## src/rtl/alu_arbiter.sv

```systemverilog
// Round-robin scheduler sharing one external ALU between the EX stage (req 0)
// and the branch/address helper (req 1); IDLE -> EXEC -> RESP per operation.
module alu_arbiter #(
   parameter int NB_DATA      = 32,
   parameter int NB_OPERATION = 4
) (
   input  logic                    i_clock,
   input  logic                    i_reset,
   input  logic [1:0]              i_req_valid,
   output logic [1:0]              o_req_ready,
   input  logic [NB_OPERATION-1:0] i_req_op_0,
   input  logic [NB_OPERATION-1:0] i_req_op_1,
   input  logic [NB_DATA-1:0]      i_req_a_0,
   input  logic [NB_DATA-1:0]      i_req_a_1,
   input  logic [NB_DATA-1:0]      i_req_b_0,
   input  logic [NB_DATA-1:0]      i_req_b_1,
   output logic [1:0]              o_rsp_valid,
   input  logic [1:0]              i_rsp_ready,
   output logic [NB_DATA-1:0]      o_rsp_data,
   output logic [NB_OPERATION-1:0] o_alu_op,
   output logic [NB_DATA-1:0]      o_alu_data_a,
   output logic [NB_DATA-1:0]      o_alu_data_b,
   input  logic [NB_DATA-1:0]      i_alu_result,
   output logic                    o_busy
);

   typedef enum logic [1:0] {
      ST_IDLE = 2'd0,
      ST_EXEC = 2'd1,
      ST_RESP = 2'd2
   } state_t;

   state_t                  r_state;
   logic                    r_ptr;
   logic                    r_id;
   logic [NB_OPERATION-1:0] r_op;
   logic [NB_DATA-1:0]      r_a;
   logic [NB_DATA-1:0]      r_b;
   logic [NB_DATA-1:0]      r_result;

   logic                    w_winner;
   logic                    w_handshake;
   logic                    w_accept;
   logic [NB_OPERATION-1:0] w_op;
   logic [NB_DATA-1:0]      w_a;
   logic [NB_DATA-1:0]      w_b;

   // A lone requester always wins; on contention the pointer breaks the tie.
   always_comb begin
      case (i_req_valid)
         2'b01:   w_winner = 1'b0;
         2'b10:   w_winner = 1'b1;
         default: w_winner = r_ptr;
      endcase
   end

   assign w_handshake = (r_state == ST_RESP) && i_rsp_ready[r_id];
   assign w_accept    = !i_reset && (|i_req_valid) &&
                        ((r_state == ST_IDLE) || w_handshake);

   assign w_op = w_winner ? i_req_op_1 : i_req_op_0;
   assign w_a  = w_winner ? i_req_a_1  : i_req_a_0;
   assign w_b  = w_winner ? i_req_b_1  : i_req_b_0;

   assign o_req_ready  = w_accept ? (w_winner ? 2'b10 : 2'b01) : 2'b00;
   assign o_rsp_valid  = (r_state == ST_RESP) ? (r_id ? 2'b10 : 2'b01) : 2'b00;
   assign o_rsp_data   = r_result;
   assign o_alu_op     = r_op;
   assign o_alu_data_a = r_a;
   assign o_alu_data_b = r_b;
   assign o_busy       = (r_state != ST_IDLE);

   always_ff @(posedge i_clock) begin
      if (i_reset) begin
         r_state  <= ST_IDLE;
         r_ptr    <= 1'b0;
         r_id     <= 1'b0;
         r_op     <= '0;
         r_a      <= '0;
         r_b      <= '0;
         r_result <= '0;
      end else begin
         if (w_accept) begin
            r_op  <= w_op;
            r_a   <= w_a;
            r_b   <= w_b;
            r_id  <= w_winner;
            r_ptr <= ~w_winner;
         end
         case (r_state)
            ST_IDLE: if (w_accept) r_state <= ST_EXEC;
            ST_EXEC: begin
               r_result <= i_alu_result;
               r_state  <= ST_RESP;
            end
            // A completing handshake can chain straight into the next operation.
            ST_RESP: if (w_handshake) r_state <= w_accept ? ST_EXEC : ST_IDLE;
            default: r_state <= ST_IDLE;
         endcase
      end
   end

endmodule

```

## config.mk

```make
export PLATFORM = sky130hd
export DESIGN_NAME = alu_arbiter
export DESIGN_NICKNAME = d
export VERILOG_FILES = /design/src/rtl/alu_arbiter.sv
export SDC_FILE = /design/constraint.sdc
export NUM_CORES = 1
export LEC_CHECK = 0
export ABC_AREA = 1
export CAP_MARGIN = 0
export CORE_ASPECT_RATIO = 1.1
export CORE_MARGIN = 1.5
export CORE_UTILIZATION = 35
export CTS_BUF_LIST = sky130_fd_sc_hd__clkbuf_4
export CTS_CLUSTER_DIAMETER = 80
export DETAILED_ROUTE_END_ITERATION = 12
export GPL_TIMING_DRIVEN = 0
export PLACE_DENSITY_LB_ADDON = 0.15
export SLEW_MARGIN = 20
export SYNTH_ARGS = -nofsm -noshare
export SYNTH_HDL_FRONTEND = slang
export SYNTH_SLANG_ARGS = --single-unit
```

## constraint.sdc

```tcl
create_clock -name i_clock -period 2 [get_ports i_clock]
set_input_delay 0.2 -clock i_clock [delete_from_list [all_inputs] [get_ports i_clock]]
set_output_delay 0.2 -clock i_clock [all_outputs]
set_load 0.01 [all_outputs]
```

* Yosys cells after proc, flatten, opt, wreduce, memory -nomap -nowiden
Index checks and enable logic that the tools add are counted.
Storage, ports and cells: flip-flop bits (word level) 104, output and inout bits 105, word-level logic and storage cells 38
Cells by class: magnitude comparators 1, muxes and demuxes 14, bitwise gates (word level) 1, equal/unequal tests 6, reductions and logical operators 9
Operator list (number):
- 32-bit two-way mux | 2
- 2-bit two-way mux | 6
- 2-bit case mux with 3 select lines | 1
- 2-bit by 1-bit equality test with 1-bit output (second input constant) | 2
- 2-bit equality test (second input constant) | 2
- 4-bit two-way mux | 1
- 2-bit inequality test (second input constant) | 2
- 1-bit logical AND | 3
- 1-bit two-way mux | 3
- 2-bit logical NOT | 1
- 1-bit by 2-bit less-than comparator with 1-bit output (second input constant) | 1
- 1-bit case mux with 2 select lines | 1
- 2-bit AND reduction | 1
- 2-bit nonzero test | 1
- 2-bit OR reduction | 1
- 1-bit logical NOT | 1
- 1-bit logical OR | 1
- 1-bit NOT | 1

* Logic depth before layout (Yosys ltp)
Gate-level depths: netlist of the first run.
depth after elaboration 8, mapped depth 10, depth with buffers taken out 9

* Worst setup path after synthesis of the first run
No wires, ideal clock.
path type in2reg, from input i_req_valid[0], to register r_a[17], in the netlist o_alu_data_a[17], stages 8, path buffers 1, required time 1.930 ns, setup slack 0.636 ns, data arrival time 1.294 ns, cell sequence inv_1 > ha_1 > nand2_1 > clkbuf_1 > nand3_1 > nand2_1 > nand2_1 > a21oi_1
Between the ends: word-level cells in the longest chain between the ends 3, elaborated cells on any way between the ends 7, classes of those cells eq/ne (2); mux (2); reduce/logical (3)
RTL lines:
- start, declared | RTL line 9 | input logic [1:0] i_req_valid,
- 2-bit equality test (tied with other cells) | RTL line 50 | case (i_req_valid)
- 1-bit case mux with 2 select lines / 1-bit logical AND (equally long branches) | RTL line 50, 58
- 32-bit two-way mux / 1-bit logical AND (equally long branches) | RTL line 62, 58
- end signal, assigned | RTL line 85 | r_a <= w_a;
- end, declared | RTL line 37 | logic [NB_DATA-1:0] r_a;
Several ways; a longest one is shown, not always the timed one. A chain may end at the register's enable or synchronous reset.

* Final worst setup path of the first run
from input i_req_valid[1], to output o_req_ready[0]
Between the ends: word-level cells in the longest chain between the ends 4, elaborated cells on any way between the ends 8, classes of those cells eq/ne (2); mux (3); reduce/logical (3)
RTL lines:
- 2-bit equality test (tied with other cells) | RTL line 50
- 1-bit case mux with 2 select lines / 1-bit logical AND (equally long branches) | RTL line 50, 58
- 2-bit two-way mux / 1-bit logical AND (equally long branches) | RTL line 65, 58
- 2-bit two-way mux (*) | RTL line 65 | assign o_req_ready = w_accept ? (w_winner ? 2'b10 : 2'b01) : 2'b00;
- end, declared | RTL line 10 | output logic [1:0] o_req_ready,
Every way passes the cells marked *; elsewhere a longest branch is shown, timed or not.

==> summary.md, run 1 <==
| Metric | Value |
|---|---|
| Run status | completed |
| CTS Buffer Depth | 2 |
| Distinct cells, synth | 15 |
| Worst Max-Slew Pin Slew | 0.5147 ns |
| H-tree depth | 3 |
| Post-detail-place hpwl | 12.81 mm |
| Worst setup path category | in -> out |
| P&R area growth vs syn | 65.87% |
| Sink Count | 104 |
| Peak Freq | 527.9 MHz |
| FILL cells | 1315 |
| Root buf cell | clkbuf_4 |
| Synth Area per Inst | 6.721 um2 |
| Number of diodes | 0 |
| RSZ-0062 raised after global routing | no |
| Asr flop ratio synth | 0 |
| Max IR drop VDD | 0.0003054 V |
| Fin nets | 1175 |
| Share of cells above drive strength 1 | 0.06773 |
| Antenna Nets Post-Route | 0 |
| Max-Cap Viols | 0 |
| Die area | 14400 um2 |
| Routed length per instance | 14.00 um |
| Startpoint Class | input port |
| Total Routed Length | 16.63 mm |
| Leakage | 0.003254 uW |
| Post-synth EDFFs | 0 |
| Pwr Total | 5133 uW |
| Vias in the first global route | 5262 |
| Main synth FF type | dfxtp_1 |
| Initial Util | 0.3612 |
| Post-Syn Area | 4792 um2 |
| Syn Nets | 889 |
| Tcrit/Tclk final | 0.9471 |
| Hold Fails Final Rpt | 0 |
| Row cnt | 44 |
| Initial antenna violation count | 0 |
| YS warnings | 0 |
| Largest net degree at the start of global routing | 18 |
| Final Max Slew Viols | 0 |
| Core region area | 13270 um2 |
| Yosys top cell area share | 0.4345 |
| Vias | 5566 |
| Clock Latency Late Sink | 0.46 ns |
| HP Start | i_reset |
| Sequential area share after synthesis | 0.4345 |
| Critical path origin | i_req_valid[1] |
| Die Height | 125.7 um |
| CTS Buf Count | 9 |
| Remaining DRCs | 0 |
| Reg2reg start | r_ptr |
| Via density | 4.685 |
| Worst Hold Class | in -> reg |
| Final Wtd Congestion | 0.8319 |
| Iter 0 DRT Violations | 336 |
| GR Overflow Total | 0 |
| Most frequent cell after synthesis | nand2_1 |
| Final setup fails | 0 |
| Synth Register Bits | 104 |
| I/O pins | 279 |
| PortBufs | 277 |
| Pwr/cell area | 645.8 nW/um2 |
| Gr usage total | 0.2298 |
| Crit path time final | 1.894 ns |
| Critical-path maximum fanout | 15 |
| Drt pass-1 iters | 5 |
| Cells after synthesis | 713 |
| Die X | 114.6 um |
| Fin Clk Skew | 0.01273 ns |
| CTS tree | built |
| Area leader, netlist | dfxtp_1 |
| Commonest cells in the netlist | nand2_1, nand3_1, dfxtp_1 |
| Post-Place Worst Slack | -0.6557 ns |
| Core Util, Final | 0.5991 |
| First-pass GRT wire length | 26.19 mm |
| PnR worst setup slack | 0.1058 ns |
| Worst relative slew slack | 0.6568 |
| Inst Count DP | 1174 |
| Non-filler cells, final | 1188 |
| Clk slew on worst S/H paths | 0.15 ns |
| Largest cells by area after synthesis | dfxtp_1, nand2_1, nand3_1 |
| WP data arrival | 1.69 ns |
| Crit end category | primary output |
| Data required, critical path | 1.80 ns |
[final cells by class]
type / instances / area, um2 / share of cell area
Clock inverter: 7 / 68.82 / 0.008657
Buffer: 56 / 289.0 / 0.03636
Multi-Input combinational cell: 535 / 2386 / 0.3002
Tap cell: 184 / 230.2 / 0.02896
Sequential cell: 104 / 2082 / 0.2619
Clock buffer: 9 / 67.56 / 0.008500
Inverter: 15 / 56.30 / 0.007083
Timing Repair Buffer: 278 / 2769 / 0.3483
[repair_timing]
item / in CTS / in global routing
gates resized for setup: 11 / 3
pin swaps: 1 / 1
hold buffers: 0 / 0
setup endpoints to repair: 3 / 2
buffers inserted: 1 / 0
[report_power, final]
| part | switching (uW) | leakage [uW] | internal, uW | total (uW) |
|---|---|---|---|---|
| Sequential | 89.9 | 0.000853 | 2250 | 2340 |
| Combinational | 789 | 0.00233 | 888 | 1680 |
| Clock | 733 | 0.0000741 | 383 | 1120 |
| Total | 1610 | 0.00325 | 3520 | 5130 |
[worst max-delay path, stage by stage]
cell	delay, ns
clkdlybuf4s50_1	0.48
inv_1	0.07
ha_4	0.30
inv_2	0.07
nand2_8	0.12
nand2_1	0.06
inv_1	0.08
nand2_2	0.10
inv_1	0.08
clkbuf_2	0.13
[layer usage]
metal | routed length, um | track usage
met3 | 1190 | 0.05342
met1 | 6949 | 0.2788
met5 | 0 | 0
met4 | 473 | 0.09412
met2 | 8013 | 0.3896
[state kept, by name, summed over array words and instances (netlist names)]
signal / count
r_ptr: 1
r_id: 1
r_state: 2
o_alu_op: 4
o_alu_data_b: 32
o_alu_data_a: 32
o_rsp_data: 32
[stage by stage]
step	hold WS, ns	setup TNS [ns]	instance area, um2
after floorplan	0.3658	0	4792
after global placement	0.4508	-5.530	7795
after detailed placement	0.4545	-7.407	7795
after CTS	0.2000	0	7958
after global routing	0.2547	0	7949
final	0.2074	0	7949
[logic make-up (layout without fill, tap and decap cells)]
| logic type | Yosys count | after routing | synth area share |
|---|---|---|---|
| flip-flops | 104 | 104 | 0.4345 |
| adder cells (fa/ha/maj) | 2 | 2 | 0.005221 |
| AND/OR/NAND/NOR | 431 | 431 | 0.3775 |
| buffers and inverters | 74 | 365 | 0.07624 |
| AO/OA/AOI/OAI | 102 | 102 | 0.1065 |
[path summary, 6_finish.rpt]
check        slack, ns                to  cells after the start
max reg2reg       0.48  o_alu_data_b[21]                      8
max               0.11    o_req_ready[0]                     10
min               0.21    o_rsp_data[31]                      4
min reg2reg       0.48  o_alu_data_b[29]                      2
[placed cells by master (no fill, tap or decap)]
cell,Yosys,layout
a21oi_1,70,70
buf_1,2,2
buf_2,25,24
buf_4,15,14
bufinv_16,0,1
clkbuf_1,17,17
clkbuf_2,0,2
clkbuf_4,0,9
clkdlybuf4s50_1,0,274
clkinv_1,0,1
clkinv_2,0,2
clkinvlp_4,0,1
dfxtp_1,104,104
dlygate4sd2_1,0,1
ha_1,2,1
ha_4,0,1
inv_1,11,11
inv_2,4,4
inv_6,0,2
nand2_1,215,213
nand2_2,5,4
nand2_4,0,2
nand2_8,0,1
nand3_1,137,137
nor2_1,73,73
nor2_4,1,1
o21ai_0,32,32
Power figures use the tool's default switching activity.
==> run 2: changes to the inputs <==
--- a/config.mk
+++ b/config.mk
@@ -19,3 +19,4 @@
 export SYNTH_ARGS = -nofsm -noshare
 export SYNTH_HDL_FRONTEND = slang
 export SYNTH_SLANG_ARGS = --single-unit
+export TNS_END_PERCENT = 50
==> results of run 2 <==
No change in the layout: final DEF, timing and power equal those of run 1.
